### config.mk
export PLATFORM = sky130hd
export DESIGN_NAME = mem_ctrl
export DESIGN_NICKNAME = d
export VERILOG_FILES = /design/src/rtl/mem_ctrl.sv
export SDC_FILE = /design/constraint.sdc
export NUM_CORES = 1
export LEC_CHECK = 0
export BUFFER_PORTS_ARGS = -buffer_cell sky130_fd_sc_hd__buf_2
export CORE_MARGIN = 2
export CORE_UTILIZATION = 34
export CTS_CLUSTER_SIZE = 25
export DETAILED_ROUTE_END_ITERATION = 10
export GPL_ROUTABILITY_DRIVEN = 0
export RECOVER_POWER = 25
export SLEW_MARGIN = 20
export SYNTH_ARGS = -nofsm -noshare
export SYNTH_HDL_FRONTEND = slang
export SYNTH_SLANG_ARGS = --single-unit
export TNS_END_PERCENT = 10
### constraint.sdc
create_clock -name clk -period 17.99 [get_ports clk]
set_clock_uncertainty 0.05 [all_clocks]
set_input_delay 3.598 -clock clk [delete_from_list [all_inputs] [get_ports clk]]
set_output_delay 3.598 -clock clk [all_outputs]
set_load 0.05 [all_outputs]
### src/rtl/mem_ctrl.sv
// Byte-wide RAM/IO bus owner: serialises one LSB or IF request at a time into
// little-endian byte transfers and returns a one-cycle success pulse.
//
// state | meaning
// IDLE  | bus free, waiting for an LSB (priority) or IF request
// READ  | issuing byte addresses and collecting returned bytes
// WRITE | driving store bytes, stalls on a full IO buffer
// DONE  | success pulse visible, requests ignored for this cycle
module mem_ctrl #(
   parameter int          ADDR_WIDTH = 32,
   parameter logic [1:0]  IO_SEL     = 2'b11
) (
   input  logic                  clk,
   input  logic                  rst,
   input  logic                  rdy,
   input  logic                  clr,
   input  logic                  LSB_S,
   input  logic                  LSB_op,
   input  logic [ADDR_WIDTH-1:0] LSB_pc,
   input  logic [2:0]            LSB_len,
   input  logic [31:0]           LSB_result,
   output logic                  LSB_success,
   output logic [31:0]           LSB_value,
   input  logic                  IF_S,
   input  logic [ADDR_WIDTH-1:0] IF_pc,
   output logic                  IF_success,
   output logic [31:0]           IF_inst,
   input  logic [7:0]            mem_din,
   output logic [7:0]            mem_dout,
   output logic [ADDR_WIDTH-1:0] mem_a,
   output logic                  mem_wr,
   input  logic                  io_buffer_full
);

   typedef enum logic [1:0] {IDLE, READ, WRITE, DONE} state_t;

   state_t                state, state_nxt;
   logic                  owner_lsb;
   logic                  op_wr;
   logic [2:0]            len;
   logic [2:0]            cnt;
   logic [ADDR_WIDTH-1:0] pc;
   logic [31:0]           data;
   logic [31:0]           rbuf;
   logic                  wr_q;
   logic                  lsb_succ_q;
   logic                  if_succ_q;

   logic                  accept;
   logic                  io_stall;
   logic                  rd_last;
   logic                  wr_last;
   logic                  rd_flush;
   logic [2:0]            nxt_cnt;
   logic [1:0]            cap_lane;
   logic [ADDR_WIDTH-1:0] nxt_addr;
   logic [ADDR_WIDTH-1:0] req_pc;
   logic [31:0]           rd_word;

   assign nxt_cnt  = cnt + 3'd1;
   assign cap_lane = 2'(cnt - 3'd1);
   assign nxt_addr = pc + ADDR_WIDTH'(nxt_cnt);
   assign req_pc   = LSB_S ? LSB_pc : IF_pc;
   assign io_stall = (state == WRITE) && (mem_a[17:16] == IO_SEL) && io_buffer_full;
   assign rd_last  = (cnt == len);
   assign wr_last  = (cnt == len - 3'd1);
   // A flushed read must not be seen as complete even while already in DONE.
   assign rd_flush = clr && (state == DONE) && !op_wr;

   assign mem_wr      = wr_q && rdy && !io_stall;
   assign LSB_success = lsb_succ_q && !rd_flush;
   assign IF_success  = if_succ_q && !rd_flush;

   // Byte returned this cycle belongs to the address issued two edges ago.
   always_comb begin
      rd_word = rbuf;
      if (cnt != 3'd0) rd_word[{cap_lane, 3'b000} +: 8] = mem_din;
   end

   always_ff @(posedge clk or posedge rst) begin
      if (rst)      state <= IDLE;
      else if (rdy) state <= state_nxt;
   end

   always_comb begin
      state_nxt = state;
      accept    = 1'b0;
      case (state)
         IDLE: begin
            if (LSB_S || IF_S) begin
               accept    = 1'b1;
               state_nxt = (LSB_S && LSB_op) ? WRITE : READ;
            end
         end
         READ: begin
            if (clr)          state_nxt = IDLE;
            else if (rd_last) state_nxt = DONE;
         end
         WRITE: begin
            if (!io_stall && wr_last) state_nxt = DONE;
         end
         DONE:    state_nxt = IDLE;
         default: state_nxt = IDLE;
      endcase
   end

   always_ff @(posedge clk or posedge rst) begin
      if (rst) begin
         owner_lsb  <= 1'b0;
         op_wr      <= 1'b0;
         len        <= 3'd0;
         cnt        <= 3'd0;
         pc         <= '0;
         data       <= 32'd0;
         rbuf       <= 32'd0;
         wr_q       <= 1'b0;
         mem_a      <= '0;
         mem_dout   <= 8'd0;
         lsb_succ_q <= 1'b0;
         if_succ_q  <= 1'b0;
         LSB_value  <= 32'd0;
         IF_inst    <= 32'd0;
      end else if (rdy) begin
         lsb_succ_q <= 1'b0;
         if_succ_q  <= 1'b0;
         case (state)
            IDLE: begin
               if (accept) begin
                  owner_lsb <= LSB_S;
                  op_wr     <= LSB_S && LSB_op;
                  len       <= LSB_S ? LSB_len : 3'd4;
                  pc        <= req_pc;
                  data      <= LSB_result;
                  rbuf      <= 32'd0;
                  cnt       <= 3'd0;
                  mem_a     <= req_pc;
                  wr_q      <= LSB_S && LSB_op;
                  if (LSB_S && LSB_op) mem_dout <= LSB_result[7:0];
               end
            end
            READ: begin
               if (!clr) begin
                  cnt  <= nxt_cnt;
                  rbuf <= rd_word;
                  if (nxt_cnt < len) mem_a <= nxt_addr;
                  if (rd_last) begin
                     if (owner_lsb) begin
                        LSB_value  <= rd_word;
                        lsb_succ_q <= 1'b1;
                     end else begin
                        IF_inst   <= rd_word;
                        if_succ_q <= 1'b1;
                     end
                  end
               end
            end
            WRITE: begin
               if (!io_stall) begin
                  if (wr_last) begin
                     wr_q       <= 1'b0;
                     lsb_succ_q <= 1'b1;
                  end else begin
                     cnt      <= nxt_cnt;
                     mem_a    <= nxt_addr;
                     mem_dout <= data[{nxt_cnt[1:0], 3'b000} +: 8];
                  end
               end
            end
            default: ;
         endcase
      end
   end

endmodule

# Word-level counts from Yosys, hierarchy flattened
# Index checks and enable logic that the tools add are counted.
dict set report op_classes {
  mux 45
  shifts 3
  magnitude_cmp 1
  n_mul 0
  n_addsub 5
  n_reduce_logical 28
  bitwise_logic 2
  div 0
  n_eq_ne 16
}
# op count
set op_table {}
lappend op_table {{$mux 32} 9}
lappend op_table {{$pmux 32 s3} 1}
lappend op_table {{$pmux 32 s2} 1}
lappend op_table {{$add 32x3->32} 1}
lappend op_table {{$bwmux 32} 1}
lappend op_table {{$mux 8} 4}
lappend op_table {{$shift 8x7->32 const A} 1}
lappend op_table {{$shiftx 32x6->8} 1}
lappend op_table {{$shiftx 8x7->32} 1}
lappend op_table {{$ne 2x2->1 const B} 8}
lappend op_table {{$pmux 8 s2} 1}
lappend op_table {{$mux 3} 5}
lappend op_table {{$reduce_and 5->1} 3}
lappend op_table {{$mux 1} 14}
lappend op_table {{$reduce_and 6->1} 2}
lappend op_table {{$logic_and 1x1->1} 10}
lappend op_table {{$mux 2} 5}
lappend op_table {{$pmux 3 s3} 1}
lappend op_table {{$pmux 2 s4} 1}
lappend op_table {{$reduce_and 4->1} 2}
lappend op_table {{$neg 5->7} 1}
lappend op_table {{$reduce_and 7->1} 1}
lappend op_table {{$eq 2x2->1 const B} 3}
lappend op_table {{$eq 3x3->1} 2}
lappend op_table {{15 further kinds} 21}
dict set report word_totals {
  output_inout_bits 107
  latchBits 0
  mem_bits_rw 0
  input_bits 115
  word_cells 115
  ff_bits 213
  romBits 0
  n_memories 0
}

# Longest topological paths before layout
dict set report depth {
  ltp_word 7
  depth_mapped 11
  ltp_nobuf 10
}

# Worst setup path before layout
# Ideal clock, no wire load.
dict set report synth_path {
  kind {input-to-output}
  start {input rdy}
  end {output mem_wr}
  cell_stages 2
  setup_slack_ns 9.993
  arrival_time_ns 4.349
  path_buffers 1
  t_required_ns 14.342
  cell_sequence {clkbuf_1 > and3_1}
}
dict set report synth_between {
  elab_chain_len 2
}
# item line_no
set synth_lines {}
lappend synth_lines {{start, declared} 15} ;# input logic rdy,
lappend synth_lines {{$logic_and 1x1->1 (2 in series)} 70} ;# assign mem_wr = wr_q && rdy && !io_stall;
lappend synth_lines {{end, declared} 31} ;# output logic mem_wr,
# No other way between the ends.

# Worst setup path after layout
dict set report layout_path {
  start {input io_buffer_full}
  end {output mem_wr}
}
dict set report layout_between {
  elab_chain_len 3
}
# item line_no
set layout_lines {}
lappend layout_lines {{start, declared} 32} ;# input logic io_buffer_full
lappend layout_lines {{$logic_and 1x1->1} 64} ;# assign io_stall = (state == WRITE) && (mem_a[17:16] == IO_SEL) && io_buffer_full;
lappend layout_lines {{$logic_not 1->1} n/a}
lappend layout_lines {{$logic_and 1x1->1} 70}
# No other way between the ends.

==> results.txt <==
Tightest Hold Check Type: register to register
Psw: 0.893 mW
Final nets: 1284
GR Overflow Total: 0
Residual DRC: 0
CP arrival: 4.31 ns
Worst Tran Pin Value: 4.24 ns
H-Tree Depth: 1
# setup viols final: 0
GRT Total Usage: 0.163
Post-CTS Repair Setup Buffers: 0
PostCTS Resize Cnt: 0
Unrepaired setup endpoints after global routing: false
Routed len/inst: 16.5 um
Vias in the first global route: 7697
Slowest CP cell: and3_1
Sw Share: 0.413
Initial core utilization: 0.345
Io pins: 222
Critical Path, Cell by Cell: buf_2 -> nand4_1 -> and3_1 -> buf_2
Tcrit/Tclk final: 0.443
Logic pwr share: 0.409
Mapped Area: 0.0102 mm^2
Area Growth Syn to Fin: 22.0%
Status: complete, but fails checks
Height of the die: 177 um
Async SR Flop Fraction: 1.00
CTS tree: done
Minimum clock period: 7.96 ns
Failing checks: max-capacitance violations, max-slew violations
FILL cells: 2938
Hpwl dp: 17900 um
Ant. Diodes: 0
Syn nets: 1092
Post-placement cell count: 1513
Clock power frac: 0.248
Clock Tree Root: clkbuf_16
Slowest stage delay, CP: 0.28 ns
Final Instance Count excl. Fillers: 1558
Yosys warning total: 0
Initial antenna violation count: 0
FP Rows: 63
Via density: 5.01
Synth Instances: 958
Cells on Worst Hold Path: 1
Avg Synthesized Cell Area: 10.7 um^2
Clock slew at reported path FFs: 0.06 ns
Final Hold Fails: 0
Via Count: 7801
Die area: 0.0315 mm^2
Yosys cell types: 57
Initial drt markers: 458
Die W: 177 um
Startpoint types: input port
Worst Path Max Fanout: 2
Number of flops mapped to enable cells by yosys: 0
Pin count of the biggest net entering global routing: 102
Max IR drop VDD: 113 uV
Top FF cell, synth: dfrtp_1
FF-to-FF path depth: 10
Max frequency: 126 MHz
Yosys reg bits: 213
Final wirelength: 25700 um
Worst Setup End Kind: output pin
TritonRoute pass-1 iters: 4
Most frequent CP cell: buf_2
Port Buf Inserts: 221
Setup TNS Final: 0 ns
DRT antenna net count: 0
Worst EP required: 14.34 ns
Register share of total power: 0.342
Clk sinks: 213
Global-route wire length before repair: 41500 um
Pint: 1.27 mW
Max Cap Violations: 4
Relative slew slack: -1.84
Share of cells above drive strength 1: 0.288
Final Max Tran Viols: 265
Num CTS Buffers: 25
Sequential area share after synthesis: 0.522
Clk_lat worst skew: 0.51 ns
CTS max path bufs: 3
Core area: 0.0296 mm^2
Power Dens Cells: 173 mW/mm^2
Hold buffer count at CTS: 0
Leak pwr: 5.96 nW
Crit Path Category: input port to output pin
## critical path: cells and delay by family
family        cells  cell delay, ns
simple gates      2            0.43
buf+inv           2            0.29
## cells by family (layout without fill, tap and decap cells)
group | count (synthesis) | in the layout | share of synthesized area
AND/OR/NAND/NOR | 266 | 266 | 0.127
AO/OA/AOI/OAI | 253 | 253 | 0.161
flip-flops | 213 | 213 | 0.522
multiplexers | 92 | 92 | 0.104
buffers and inverters | 86 | 296 | 0.0369
XOR/XNOR | 29 | 29 | 0.0249
adder cells (fa/ha/maj) | 19 | 19 | 0.0240
## power groups by stage
stage	sequential, mW	combinational, mW	clock [mW]
finish	0.739	0.884	0.536
global route	0.760	0.977	0.571
CTS	0.739	0.899	0.549
detailed placement	0.745	0.896	0
global placement	0.741	0.884	0
floorplan	0.928	0.494	0
## sequential cells by signal (all words and copies together), names as in the netlist
name        flops
rbuf           32
LSB_value      32
IF_inst        32
pc             32
owner_lsb       1
if_succ_q       1
len             3
cnt             3
mem_dout        8
state           2
lsb_succ_q      1
mem_a          32
op_wr           1
data           32
wr_q            1
## final timing paths
| path | slack (ns) | to | startpoint |
|---|---|---|---|
| setup / recovery | 10.03 | mem_wr | io_buffer_full |
| hold / removal | 0.42 | mem_a[26]$_DFFE_PP0P_ | mem_a[26]$_DFFE_PP0P_ |
| setup reg to reg | 13.77 | mem_a[28]$_DFFE_PP0P_ | cnt[1]$_DFFE_PP0P_ |
| hold reg to reg | 0.42 | mem_a[26]$_DFFE_PP0P_ | mem_a[26]$_DFFE_PP0P_ |
| max in group asynchronous | 10.70 | data[24]$_DFFE_PP0P_ | rst |
| min in group asynchronous | 4.29 | IF_inst[5]$_DFFE_PP0P_ | rst |
## cell usage after synthesis (4+ instances only)
cell type  instances  area (um^2)
nand2_1          143          537
nand3_1           17         85.1
and2_1            13         81.3
clkbuf_1          24         90.1
o31ai_1            4         30.0
xnor2_1           10         87.6
inv_1             21         78.8
buf_2             28          140
nor4_2             5         62.6
or3_1              6         37.5
buf_1             10         37.5
o21ai_1           34          170
mux4_2             8          180
dfrtp_1          213         5330
a22oi_1           32          240
nand4_1           11         68.8
a22o_1            35          307
nand2b_1           7         43.8
a211oi_1          10         75.1
mux2_2            36          405
o211ai_1           5         37.5
nor2_1            28          105
ha_1              18          225
and3_1             9         56.3
o21ai_0           82          410
a21oi_1           19         95.1
mux2i_1           47          470
xor2_1            19          166
a21o_1            17          128
nor3_1             4         20.0
## final cells by class
| cell class | instances | area, um^2 | share of cell area |
|---|---|---|---|
| Multi-Input combinational cell | 659 | 4520 | 0.363 |
| Clock buffer | 32 | 712 | 0.0571 |
| Inverter | 21 | 80.1 | 0.00643 |
| Clock inverter | 13 | 173 | 0.0139 |
| Timing Repair Buffer | 230 | 1160 | 0.0932 |
| Tap cell | 390 | 488 | 0.0392 |
| Sequential cell | 213 | 5330 | 0.428 |
## placed cells by master (no fill, tap or decap), types with 17 or more instances in the layout
master,Yosys,routed
clkbuf_16,0,25
inv_1,21,20
nor2_1,28,28
o21ai_0,82,98
ha_1,18,18
xor2_1,19,19
a21oi_1,19,19
mux2i_1,47,47
mux2_2,36,36
dfrtp_1,213,213
a22oi_1,32,32
nand3_1,17,17
nand2_1,143,143
buf_2,28,220
o21ai_1,34,18
a22o_1,35,35
## routing by layer
metal	up-vias	track usage	part of all wire
li1	3792	-	-
met1	3758	0.229	0.46
met2	215	0.266	0.46
met3	36	0.0272	0.057
met4	0	0.0338	0.016
met5	-	0	0
## metrics by stage
step	hold slack (ns)	power, mW	setup slack, ns	instance area [um^2]	util
after CTS	0.428	2.19	10.01	12500	0.421
after global routing	0.440	2.31	9.71	12500	0.421
after floorplan	0.391	1.42	8.52	10200	-
after global placement	0.407	1.62	10.03	11600	0.391
after detailed placement	0.412	1.64	10.02	11600	0.391
final	0.422	2.16	10.03	12500	0.421
No activity file was read; power rests on OpenSTA's default activity.
